### src/rtl/servo_pkg.sv
// Shared types, default constants and small helpers for the servo ramp block.
// Widths are 20-bit cycle counts; ramp arithmetic is carried one bit wider.
package servo_pkg;

  localparam int WIDTH_W = 20;
  localparam int ARITH_W = 21;

  localparam int DEF_FRAME_CYCLES = 1000000;
  localparam int DEF_MIN_W        = 50000;
  localparam int DEF_MAX_W        = 100000;
  localparam int DEF_NEUTRAL_W    = 75000;
  localparam int DEF_STEP         = 2500;

  typedef enum logic [1:0] {
    ST_IDLE = 2'd0,
    ST_UP   = 2'd1,
    ST_DOWN = 2'd2
  } ch_state_e;

  function automatic logic [WIDTH_W-1:0] clamp_width(
    input logic [WIDTH_W-1:0] w,
    input logic [WIDTH_W-1:0] lo,
    input logic [WIDTH_W-1:0] hi
  );
    logic [WIDTH_W-1:0] r;
    r = w;
    if (w < lo) r = lo;
    if (w > hi) r = hi;
    return r;
  endfunction

  function automatic ch_state_e dir_of(
    input logic [WIDTH_W-1:0] cur,
    input logic [WIDTH_W-1:0] tgt
  );
    ch_state_e s;
    s = ST_IDLE;
    if (cur < tgt) s = ST_UP;
    else if (cur > tgt) s = ST_DOWN;
    return s;
  endfunction

endpackage

### src/rtl/frame_timer.sv
// Frame counter: wraps every FRAME_CYCLES cycles, produces the registered frame_tick
// strobe and blocks command acceptance in the last cycle of each frame.
module frame_timer
  import servo_pkg::*;
#(
  parameter int FRAME_CYCLES = DEF_FRAME_CYCLES
) (
  input  logic clk0,
  input  logic rst,
  output logic frame_end,
  output logic frame_tick,
  output logic cmd_ready
);

  localparam logic [WIDTH_W-1:0] LAST_CNT = WIDTH_W'(FRAME_CYCLES - 1);

  logic [WIDTH_W-1:0] cnt_q, cnt_d;
  logic               tick_q;

  assign frame_end = (cnt_q == LAST_CNT);
  assign cnt_d     = frame_end ? '0 : cnt_q + WIDTH_W'(1);

  always_ff @(posedge clk0 or posedge rst) begin
    if (rst) begin
      cnt_q  <= '0;
      tick_q <= 1'b0;
    end else begin
      cnt_q  <= cnt_d;
      tick_q <= frame_end;
    end
  end

  // Widths update on the frame_end edge, so keeping commands out of that cycle
  // means a retarget and a ramp step never collide.
  assign frame_tick = tick_q;
  assign cmd_ready  = ~frame_end;

endmodule

### src/rtl/servo_ramp.sv
// Two-channel servo pulse-width ramp: commands set clamped targets, and each
// channel walks its width toward the target by at most STEP per frame.
module servo_ramp
  import servo_pkg::*;
#(
  parameter int FRAME_CYCLES = DEF_FRAME_CYCLES,
  parameter int MIN_W        = DEF_MIN_W,
  parameter int MAX_W        = DEF_MAX_W,
  parameter int NEUTRAL_W    = DEF_NEUTRAL_W,
  parameter int STEP         = DEF_STEP
) (
  input  logic               clk0,
  input  logic               rst,
  input  logic               cmd_valid,
  input  logic               cmd_ch,
  input  logic [WIDTH_W-1:0] cmd_width,
  output logic               cmd_ready,
  output logic [WIDTH_W-1:0] width1,
  output logic [WIDTH_W-1:0] width2,
  output logic               frame_tick,
  output logic               busy
);

  localparam logic [WIDTH_W-1:0] MIN_L     = WIDTH_W'(MIN_W);
  localparam logic [WIDTH_W-1:0] MAX_L     = WIDTH_W'(MAX_W);
  localparam logic [WIDTH_W-1:0] NEUTRAL_L = WIDTH_W'(NEUTRAL_W);
  localparam logic [ARITH_W-1:0] STEP_A    = ARITH_W'(STEP);

  logic               frame_end;
  logic               cmd_accept;
  logic [WIDTH_W-1:0] cmd_target;
  logic [1:0]         active_d;
  logic [WIDTH_W-1:0] width_arr [2];
  logic               busy_q;

  frame_timer #(
    .FRAME_CYCLES(FRAME_CYCLES)
  ) u_frame_timer (
    .clk0      (clk0),
    .rst       (rst),
    .frame_end (frame_end),
    .frame_tick(frame_tick),
    .cmd_ready (cmd_ready)
  );

  assign cmd_accept = cmd_valid & cmd_ready;
  assign cmd_target = clamp_width(cmd_width, MIN_L, MAX_L);

  for (genvar gi = 0; gi < 2; gi++) begin : g_ch
    ch_state_e          state_q, state_d;
    logic [WIDTH_W-1:0] width_q, width_d;
    logic [WIDTH_W-1:0] target_q, target_d;
    logic [ARITH_W-1:0] gap;
    logic [ARITH_W-1:0] next_w;
    logic               sel;

    assign sel = cmd_accept && (cmd_ch == 1'(gi));

    always_comb begin
      state_d  = state_q;
      width_d  = width_q;
      target_d = target_q;
      gap      = '0;
      next_w   = '0;
      if (sel) begin
        target_d = cmd_target;
        state_d  = dir_of(width_q, cmd_target);
      end else if (frame_end) begin
        // Compare the remaining distance with STEP instead of stepping and
        // clamping, so the subtraction can never wrap.
        case (state_q)
          ST_UP: begin
            gap    = {1'b0, target_q} - {1'b0, width_q};
            next_w = {1'b0, width_q} + STEP_A;
            if (gap <= STEP_A) begin
              width_d = target_q;
              state_d = ST_IDLE;
            end else begin
              width_d = next_w[WIDTH_W-1:0];
            end
          end
          ST_DOWN: begin
            gap    = {1'b0, width_q} - {1'b0, target_q};
            next_w = {1'b0, width_q} - STEP_A;
            if (gap <= STEP_A) begin
              width_d = target_q;
              state_d = ST_IDLE;
            end else begin
              width_d = next_w[WIDTH_W-1:0];
            end
          end
          default: ;
        endcase
      end
    end

    always_ff @(posedge clk0 or posedge rst) begin
      if (rst) begin
        state_q  <= ST_IDLE;
        width_q  <= NEUTRAL_L;
        target_q <= NEUTRAL_L;
      end else begin
        state_q  <= state_d;
        width_q  <= width_d;
        target_q <= target_d;
      end
    end

    assign active_d[gi]  = (state_d != ST_IDLE);
    assign width_arr[gi] = width_q;
  end

  always_ff @(posedge clk0 or posedge rst) begin
    if (rst) busy_q <= 1'b0;
    else     busy_q <= |active_d;
  end

  assign busy   = busy_q;
  assign width1 = width_arr[0];
  assign width2 = width_arr[1];

endmodule

### config.mk
export PLATFORM = sky130hd
export DESIGN_NAME = servo_ramp
export DESIGN_NICKNAME = d
export VERILOG_FILES = /design/src/rtl/servo_pkg.sv /design/src/rtl/frame_timer.sv /design/src/rtl/servo_ramp.sv
export SDC_FILE = /design/constraint.sdc
export NUM_CORES = 1
export LEC_CHECK = 0
export BUFFER_PORTS_ARGS = -buffer_cell sky130_fd_sc_hd__buf_2
export CORE_MARGIN = 1
export CORE_UTILIZATION = 63
export CTS_CLUSTER_SIZE = 16
export DETAILED_ROUTE_END_ITERATION = 8
export GPL_ROUTABILITY_DRIVEN = 0
export HOLD_SLACK_MARGIN = 0.12
export PLACE_DENSITY = 0.82
export SYNTH_ARGS = -nofsm -noshare
export SYNTH_HDL_FRONTEND = slang
export SYNTH_SLANG_ARGS = --single-unit
### constraint.sdc
create_clock -name clk0 -period 4.9 [get_ports clk0]
set_input_delay 0.245 -clock clk0 [delete_from_list [all_inputs] [get_ports clk0]]
set_output_delay 0.245 -clock clk0 [all_outputs]
set_load 0.1 [all_outputs]
==> results of run 1 <==
kinds of logic after synthesis:
| family | share of synthesized area (%) |
|---|---|
| other | 0.03158 |
| adder cells (fa/ha/maj) | 13.59 |
| multiplexers | 1.138 |
| AO/OA/AOI/OAI | 31.05 |
| XOR/XNOR | 3.835 |
| buffers and inverters | 6.384 |
| flip-flops | 22.67 |
| AND/OR/NAND/NOR | 21.30 |
metal layers:
layer	vias to the layer above	wire length [µm]
li1	5784	-
met1	5845	15390
met2	805	15040
met3	102	4298
met4	0	796
met5	-	0
area by class of cell:
class,count,area [µm²]
repair buffers,88,498.0
fillers,1501,5544
well taps,229,286.5
clock inverters,7,67.56
clock buffers,9,225.2
multi-input cells,1259,8449
inverters,118,445.4
flip-flops and latches,106,2693
where the power goes:
group | internal [mW] | switching, mW
combinational | 0.262 | 0.474
sequential | 0.906 | 0.0284
clock | 0.362 | 0.366
sequential cells by signal, summed over array words and instances, names as in the netlist:
| name | flops |
|---|---|
| g_ch.target_q | 40 |
| u_frame_timer.cnt_q | 20 |
| width1 | 20 |
| width2 | 20 |
| g_ch.state_q | 4 |
| busy | 1 |
| u_frame_timer.frame_tick | 1 |
cells in the final DEF (no fill, tap or decap), types with 7 or more instances in the layout:
cell	count
xor2_1	19
a21oi_1	130
and3_1	24
o21ai_0	127
o21bai_1	16
clkbuf_16	9
o22ai_1	8
nor2b_1	12
buf_2	66
mux2i_1	9
a311oi_1	8
o221ai_1	10
a21o_1	38
nor3_1	44
dfstp_2	32
buf_4	21
or3_1	11
a211oi_1	24
o21a_1	11
a22oi_1	14
o211ai_1	22
and2_1	16
xnor2_1	33
a221oi_1	9
nand3_1	60
nand4_1	31
dfrtp_1	74
nor2_1	102
nand2_1	154
nand2b_1	14
a31oi_1	20
a211o_1	8
ha_1	129
nor4_1	20
o31ai_1	7
inv_1	116
o211a_1	10
path summary, 6_finish.rpt:
check / endpoint / from / depth (start not counted) / slack, ns
max reg2reg: width1[14] / width1[7] / 14 / 0.39
min: g_ch[1].target_q[19] / cmd_valid / 2 / 0.14
max: width1[14] / width1[7] / 14 / 0.39
max in group asynchronous: g_ch[1].target_q[0] / rst / 4 / 3.22
min reg2reg: u_frame_timer.cnt_q[0] / u_frame_timer.cnt_q[0] / 1 / 0.47
min in group asynchronous: u_frame_timer.cnt_q[12] / rst / 3 / 0.56
repair_timing:
action                                 4_1_cts  5_1_grt
setup endpoints to repair                    0        7
gates resized for setup                      0        1
endpoints found under the hold margin       46        0
hold buffers                                 1        0
==> flow_metrics.py, run 1 <==
metrics = {
    "clock_tree": {
        "clockBufferDepth": 2,
        "clock-sinks": 106,
        "postCtsSetupRepairBufs": 0,
        "cts_tree": "done",
        "htree_levels": 3,
        "path_clk_slew_ns": 0.08,
        "cts-root-buf": "clkbuf_16",
        "numCtsBuffers": 9,
        "clk_latency_ns": 0.36,
    },
    "cells_and_area": {
        "utilization_pct": 69.55,
        "stdcell_count": 1816,
        "finalNetCount": 1735,
        "drive_gt1_share_pct": 10.84,
        "syn_to_final_growth_pct": 6.637,
        "diodes": 0,
        "finish.instance_area_mm2": 0.01266,
    },
    "timing": {
        "final-max-slew-violation-count": 0,
        "fin_skew_ns": 0.01271,
        "timing.hold.ws_ns": 0.1385,
        "rsz0062_at_grt": "no",
        "setup_viol": 0,
        "fin_crit_sh_pct": 92.10,
        "worst_slack_ns": 0.3871,
        "max-slew-margin-rel_pct": 26.58,
        "worstMarginPinSlew_ns": 1.090,
        "hold_viol_final": 0,
        "tns_ns": 0,
        "layout_min_cycle_time_ns": 4.513,
        "fmax_mhz": 221.6,
    },
    "worst_setup_path": {
        "end_kind": "flop",
        "cp_max_fo": 25,
        "cpPeakStageDelay_ns": 0.62,
        "required_ns": 5.13,
        "crit_family": "compound AO/OA/AOI/OAI gates",
        "worstPathArrival_ns": 4.74,
        "startpoint_type": "flop",
        "cp.buffers_inverters": 3,
        "critPathSlowestCell": "dfstp_2",
        "crit_chain": "inv_1 -> ha_1 -> nand2_1 -> or4_1 -> a21oi_2 -> o21ai_1 -> a21boi_0 -> o21ai_1 -> o41ai_4 -> buf_4 -> and3_1 -> inv_1 -> o21ai_0 -> a211oi_1",
        "crit_type": "reg2reg",
    },
    "placement": {
        "dp_hpwl_mm": 27.54,
        "dpl-instance-area_mm2": 0.01236,
        "numPortBuffers": 66,
        "place_inst": 1799,
        "place_ws_ns": 0.4479,
    },
    "die": {
        "rows": 49,
        "dieArea_mm2": 0.01940,
        "die_y_um": 139.3,
        "pin_count": 67,
        "initial_core_util_pct": 65.22,
        "die_x_um": 139.3,
        "fp.coreArea_mm2": 0.01821,
    },
    "pwr": {
        "power_mw": 2.398,
        "p_per_area_mw_per_mm2": 189.4,
        "ir_drop_mv": 0.1797,
        "p_leak_nw": 5.764,
    },
    "routing": {
        "drtIter0Drc": 1713,
        "drc_errors": 0,
        "ant_nets": 0,
        "wirelength_mm": 35.52,
        "vias": 12540,
        "avgViaCountPerCell": 6.903,
        "wl_per_cell_um": 19.56,
        "dr.pass1.iters": 7,
    },
    "global_route": {
        "met1_usage_pct": 52.12,
        "track_usage_pct": 36.59,
        "met2_usage_pct": 54.62,
        "overflow": 0,
        "grt_pass1_wl_mm": 58.10,
        "grtUsageMet3_pct": 9.601,
        "antenna_found_initial": 0,
        "busiest_layer": "met2",
        "grt_max_degree": 60,
        "first_global_vias": 11510,
    },
    "logic_synthesis": {
        "syn_avg_cell_area_um2": 7.662,
        "yosysMostFrequentCell": "nand2_1",
        "synth_top_area_share_pct": 15.59,
        "ys.flop_type": "dfrtp_1",
        "ys_ff_latch": 106,
        "netlist_top_cells_count": "nand2_1, a21oi_1, ha_1, o21ai_0, inv_1",
        "synth-warning-count": 0,
        "synth_enable_flop_cells": 0,
        "yosys.area.top_type": "dfrtp_1",
        "ys_types": 95,
        "syn_inst": 1550,
        "synthesis.area_mm2": 0.01188,
        "synth_area_leaders": "dfrtp_1, ha_1, dfstp_2",
        "synthArstFlopShare_pct": 100.0,
        "seq_area_frac_synth_pct": 22.67,
    },
    "worst_hold_path": {
        "hp-class": "in2reg",
    },
    "run": {
        "cap_violations": 0,
    },
    "outcome": {
        "status": "finished clean",
    },
}
(Power assumes the default switching activity.)
==> inputs of run 2 (changes only) <==
CTS_BUF_LIST = sky130_fd_sc_hd__clkbuf_8   (was default)
==> flow_metrics.py, run 2 (synthesized netlist as in run 1, its figures left out) <==
metrics = {
    "cells_and_area": {
        "syn_to_final_growth_pct": 6.036,
        "utilization_pct": 69.16,
        "layout_common_cells": "nand2_1, a21oi_1, ha_1",
        "finish.instance_area_mm2": 0.01259,
        "drive_gt1_share_pct": 10.82,
        "layout_commonest_cell": "nand2_1",
        "finalNetCount": 1738,
        "regMostFlops": "g_ch.target_q",
        "largest_reg_flops": 40,
        "diodes": 0,
    },
    "pwr": {
        "switching_power_uw": 848.8,
        "p_leak_nw": 5.733,
        "pwr-share-clk_pct": 24.7,
        "seqPwrFrac_pct": 42.1,
        "pwr-share-comb_pct": 33.2,
        "p_per_area_mw_per_mm2": 176.2,
        "p_sw_share_pct": 38.25,
        "ir_drop_mv": 0.1836,
        "power_mw": 2.219,
        "p_int_mw": 1.370,
    },
    "run": {
        "cap_violations": 0,
    },
    "global_route": {
        "grtUsageMet3_pct": 9.463,
        "grt_pass1_wl_mm": 57.81,
        "grt_max_degree": 60,
        "met1_usage_pct": 52.18,
        "met2_usage_pct": 54.01,
        "busiest_layer": "met2",
        "overflow": 0,
        "antenna_found_initial": 0,
        "first_global_vias": 11460,
        "track_usage_pct": 36.35,
    },
    "clock_tree": {
        "clock-sinks": 106,
        "postCtsSetupRepairBufs": 0,
        "htree_levels": 3,
        "cts_tree": "done",
        "cts-root-buf": "clkbuf_8",
        "clk_latency_ns": 0.39,
        "clockBufferDepth": 2,
        "path_clk_slew_ns": 0.11,
        "numCtsBuffers": 9,
    },
    "timing": {
        "setup_viol": 0,
        "final-max-slew-violation-count": 0,
        "timing.hold.ws_ns": 0.2043,
        "rsz0062_at_grt": "no",
        "fin_crit_sh_pct": 93.14,
        "fin_skew_ns": 0.01454,
        "max-slew-margin-rel_pct": 29.60,
        "fmax_mhz": 219.1,
        "worstMarginPinSlew_ns": 1.045,
        "hold_viol_final": 0,
        "tns_ns": 0,
        "layout_min_cycle_time_ns": 4.564,
    },
    "worst_setup_path": {
        "crit_chain": "inv_1 -> ha_1 -> nand2_1 -> or4_1 -> a21oi_2 -> o21ai_1 -> a21boi_0 -> o21ai_1 -> o41ai_4 -> buf_4 -> and3_1 -> inv_1 -> o21ai_0 -> a211oi_1",
        "startpoint_type": "flop",
        "worstPathArrival_ns": 4.83,
        "end_kind": "flop",
        "crit_type": "reg2reg",
        "required_ns": 5.17,
        "cp_max_fo": 25,
        "cp.buffers_inverters": 3,
        "critPathSlowestCell": "dfstp_2",
        "cpPeakStageDelay_ns": 0.63,
        "crit_family": "compound AO/OA/AOI/OAI gates",
    },
    "routing": {
        "wl_per_cell_um": 19.38,
        "drtIter0Drc": 1730,
        "ant_nets": 0,
        "vias": 12450,
        "wirelength_mm": 35.25,
        "drc_errors": 0,
        "avgViaCountPerCell": 6.844,
        "dr.pass1.iters": 7,
    },
    "die": {
        "dieArea_mm2": 0.01940,
        "die_y_um": 139.3,
        "die_x_um": 139.3,
        "rows": 49,
        "fp.coreArea_mm2": 0.01821,
        "pin_count": 67,
        "initial_core_util_pct": 65.22,
    },
    "outcome": {
        "status": "finished clean",
    },
    "placement": {
        "numPortBuffers": 66,
        "dp_hpwl_mm": 27.54,
        "dpl-instance-area_mm2": 0.01236,
    },
    "worst_hold_path": {
        "hp-class": "in2reg",
    },
}
-- run 2: routing by layer --
metal / vias up / routed length, µm
met5: - / 0
met4: 0 / 719
met3: 88 / 4143
met2: 768 / 14910
met1: 5792 / 15480
li1: 5802 / -
-- run 2: layout make-up --
cell class,count,area (µm²)
multi-input cells,1259,8449
fillers,1531,5615
flip-flops and latches,106,2693
repair buffers,91,528.0
inverters,118,445.4
well taps,229,286.5
clock buffers,9,123.9
clock inverters,7,67.56
-- run 2: metrics by stage --
step                      setup WS, ns  cells
final                           0.3361   1819
after global routing            0.1751   1819
after CTS                       0.4184   1819
after detailed placement        0.4479   1799
after global placement          0.5202   1799
after floorplan                 0.5102   1555
-- run 2: worst register-to-register path: stages, from the launching register on --
cell and delay (ns):
dfstp_2 0.63, inv_1 0.12, ha_1 0.54, nand2_1 0.27, or4_1 0.57, a21oi_2 0.32, o21ai_1 0.17, a21boi_0 0.23
o21ai_1 0.16, o41ai_4 0.34, buf_4 0.33, and3_1 0.33, inv_1 0.19, o21ai_0 0.19, a211oi_1 0.06
-- run 2: worst paths after layout --
check	start	to	slack, ns	depth (start not counted)
min reg2reg	u_frame_timer.cnt_q[0]	u_frame_timer.cnt_q[0]	0.48	1
max in group asynchronous	rst	width2[5]	3.27	4
min in group asynchronous	rst	u_frame_timer.cnt_q[14]	0.54	3
max	width1[7]	width1[14]	0.34	14
max reg2reg	width1[7]	width1[14]	0.34	14
min	cmd_width[0]	g_ch[1].target_q[0]	0.20	3
-- run 2: what timing repair did --
action | 4_1_cts | 5_1_grt
endpoints found under the hold margin | 49 | 0
gates resized for setup | 0 | 1
setup endpoints to repair | 0 | 6
hold buffers | 4 | 0
-- run 2: power by group through the flow --
| stage | Combinational, mW | Sequential [mW] | Clock (mW) |
|---|---|---|---|
| floorplan | 0.534 | 0.942 | 0 |
| global placement | 0.694 | 0.949 | 0 |
| detailed placement | 0.702 | 0.950 | 0 |
| CTS | 0.708 | 0.934 | 0.557 |
| global route | 0.805 | 0.937 | 0.589 |
| finish | 0.736 | 0.935 | 0.549 |
==> inputs of run 3 (changes only) <==
CELL_PAD_IN_SITES_DETAIL_PLACEMENT = 0   (was default)
CELL_PAD_IN_SITES_GLOBAL_PLACEMENT = 2   (was default)
CORE_UTILIZATION = 38   (was 63)
PLACE_DENSITY = default   (was 0.82)
PLACE_DENSITY_LB_ADDON = 0.1   (was default)
==> flow_metrics.py, run 3 (synthesized netlist as in run 1, its figures left out) <==
metrics = {
    "outcome": {
        "status": "finished clean",
    },
    "global_route": {
        "track_usage_pct": 26.37,
        "grt_max_degree": 54,
        "antenna_found_initial": 0,
        "overflow": 0,
        "grt_pass1_wl_mm": 65.29,
        "first_global_vias": 11150,
    },
    "worst_setup_path": {
        "startpoint_type": "flop",
        "critPathCapture": "width1[12]",
        "required_ns": 5.25,
        "cp_max_fo": 13,
        "critPathSlowestCell": "o21ai_0",
        "rr_startpoint": "width1[15]",
        "cp.buffers_inverters": 3,
        "cp.depth": 15,
        "crit_family": "compound AO/OA/AOI/OAI gates",
        "end_kind": "flop",
        "ff2ff_path_depth": 15,
        "cpPeakStageDelay_ns": 0.62,
        "worstPathArrival_ns": 4.84,
        "r2r-end": "width1[12]",
        "crit_start": "width1[15]",
        "crit_chain": "inv_1 -> ha_1 -> nand2_1 -> o21ai_0 -> a31oi_1 -> or2_2 -> mux2i_1 -> o2111ai_1 -> o41ai_4 -> buf_4 -> buf_4 -> nor2_1 -> a311oi_1 -> o21ai_1 -> a31oi_1",
        "crit_type": "reg2reg",
        "r2r_slack_ns": 0.40,
    },
    "placement": {
        "dp_hpwl_mm": 33.24,
        "numPortBuffers": 66,
    },
    "cells_and_area": {
        "largest_reg_flops": 40,
        "fillers": 3278,
        "finalNetCount": 1771,
        "multi_input_area_mm2": 0.008444,
        "drive_gt1_share_pct": 12.57,
        "layout_common_cells": "nand2_1, a21oi_1, ha_1",
        "syn_to_final_growth_pct": 10.17,
        "regMostFlops": "g_ch.target_q",
        "diodes": 0,
        "regArea_mm2": 0.002693,
        "layout_commonest_cell": "nand2_1",
    },
    "clock_tree": {
        "clock-sinks": 106,
        "path_clk_slew_ns": 0.12,
        "htree_levels": 3,
        "numCtsBuffers": 9,
        "clockBufferDepth": 2,
        "cts-root-buf": "clkbuf_8",
        "clk_latency_ns": 0.41,
        "cts-resized-gates": 0,
        "cts_tree": "done",
    },
    "pwr": {
        "power_mw": 2.291,
        "ir_drop_mv": 0.1762,
        "p_leak_nw": 5.917,
        "p_per_area_mw_per_mm2": 175.1,
    },
    "die": {
        "die_y_um": 178.8,
        "dieArea_mm2": 0.03196,
        "die_x_um": 178.8,
        "rows": 64,
        "fp.coreArea_mm2": 0.03067,
        "initial_core_util_pct": 38.72,
        "pin_count": 67,
    },
    "timing": {
        "worstMarginPinSlew_ns": 1.073,
        "setup_viol": 0,
        "fmax_mhz": 222.4,
        "hold_viol_final": 0,
        "timing.hold.ws_ns": 0.1822,
        "layout_min_cycle_time_ns": 4.495,
        "fin_crit_sh_pct": 91.74,
        "tns_ns": 0,
        "fin_skew_ns": 0.01628,
        "max-slew-margin-rel_pct": 27.89,
        "final-max-slew-violation-count": 0,
        "rsz0062_at_grt": "no",
    },
    "routing": {
        "drc_errors": 0,
        "dr.pass1.iters": 5,
        "vias": 12010,
        "wl_per_cell_um": 20.40,
        "wirelength_mm": 41.18,
        "avgViaCountPerCell": 5.950,
        "ant_nets": 0,
        "drtIter0Drc": 1009,
    },
    "worst_hold_path": {
        "hp-class": "in2reg",
    },
    "run": {
        "cap_violations": 0,
    },
}
## run 3: cell count changes in the layout (fill, tap and decap cells not counted)
cell | before | now
inv_8 | 3 | 1
clkinvlp_4 | 1 | 0
buf_12 | 0 | 2
inv_6 | 3 | 4
buf_4 | 21 | 52
clkinv_2 | 0 | 1
a211oi_1 | 24 | 25
bufinv_16 | 0 | 1
a211oi_2 | 2 | 1
## run 3: worst min-delay path by stage
stage                     cells after the start  slack [ns]    startpoint                   end
final                                         3        0.18  cmd_width[0]   g_ch[1].target_q[0]
after global routing                          3        0.16  cmd_width[0]   g_ch[1].target_q[0]
after CTS                                     3        0.17  cmd_width[0]   g_ch[1].target_q[0]
after detailed placement                      2        0.43           rst            width1[19]
after global placement                        2        0.42           rst            width1[19]
after floorplan                               1        0.34     cmd_valid  g_ch[1].target_q[19]
## run 3: what timing repair did
item	CTS	global route
setup endpoints to repair	0	0
hold buffers	4	0
hold endpoints to repair	44	0
buffers inserted	0	0
## run 3: power by group
group          internal (mW)  total [mW]  switching (mW)  leakage, nW
Clock                  0.247       0.596           0.350        0.107
Sequential             0.906       0.935          0.0288         1.33
Combinational          0.276       0.759           0.484         4.48
## run 3: per-layer routing
layer  vias up  wire length, µm  track usage, %
li1       5854                -               -
met1      5754            21430           41.64
met2       387            16760           38.01
met3        18             2726           3.562
met4         0              265           3.496
met5         -                0               0
## run 3: metrics by stage
stage          std cells  utilization, %  setup slack [ns]  cell area (µm²)
6_report            2019           42.66            0.4045            13080
5_1_grt             2019           42.66            0.1396            13080
2_1_floorplan       1555               -            0.5102            11900
3_3_place_gp        1999           41.86            0.4732            12840
4_1_cts             2019           42.66            0.5237            13080
3_5_place_dp        1999           41.86            0.5365            12840
## run 3: area by class of cell
class	instances	area share, %
Timing Repair Buffer	124	6.120
Inverter	118	3.404
Multi-Input combinational cell	1259	64.54
Sequential cell	106	20.58
Clock buffer	9	0.9467
Tap cell	396	3.787
Clock inverter	7	0.6216
## run 3: tightest hold or removal path: cells and delay by family
kind | cells | cell delay, ns
and+or+nand+nor | 1 | 0.11
AOI/OAI and AO/OA | 1 | 0.08
buffers and inverters | 1 | 0.10
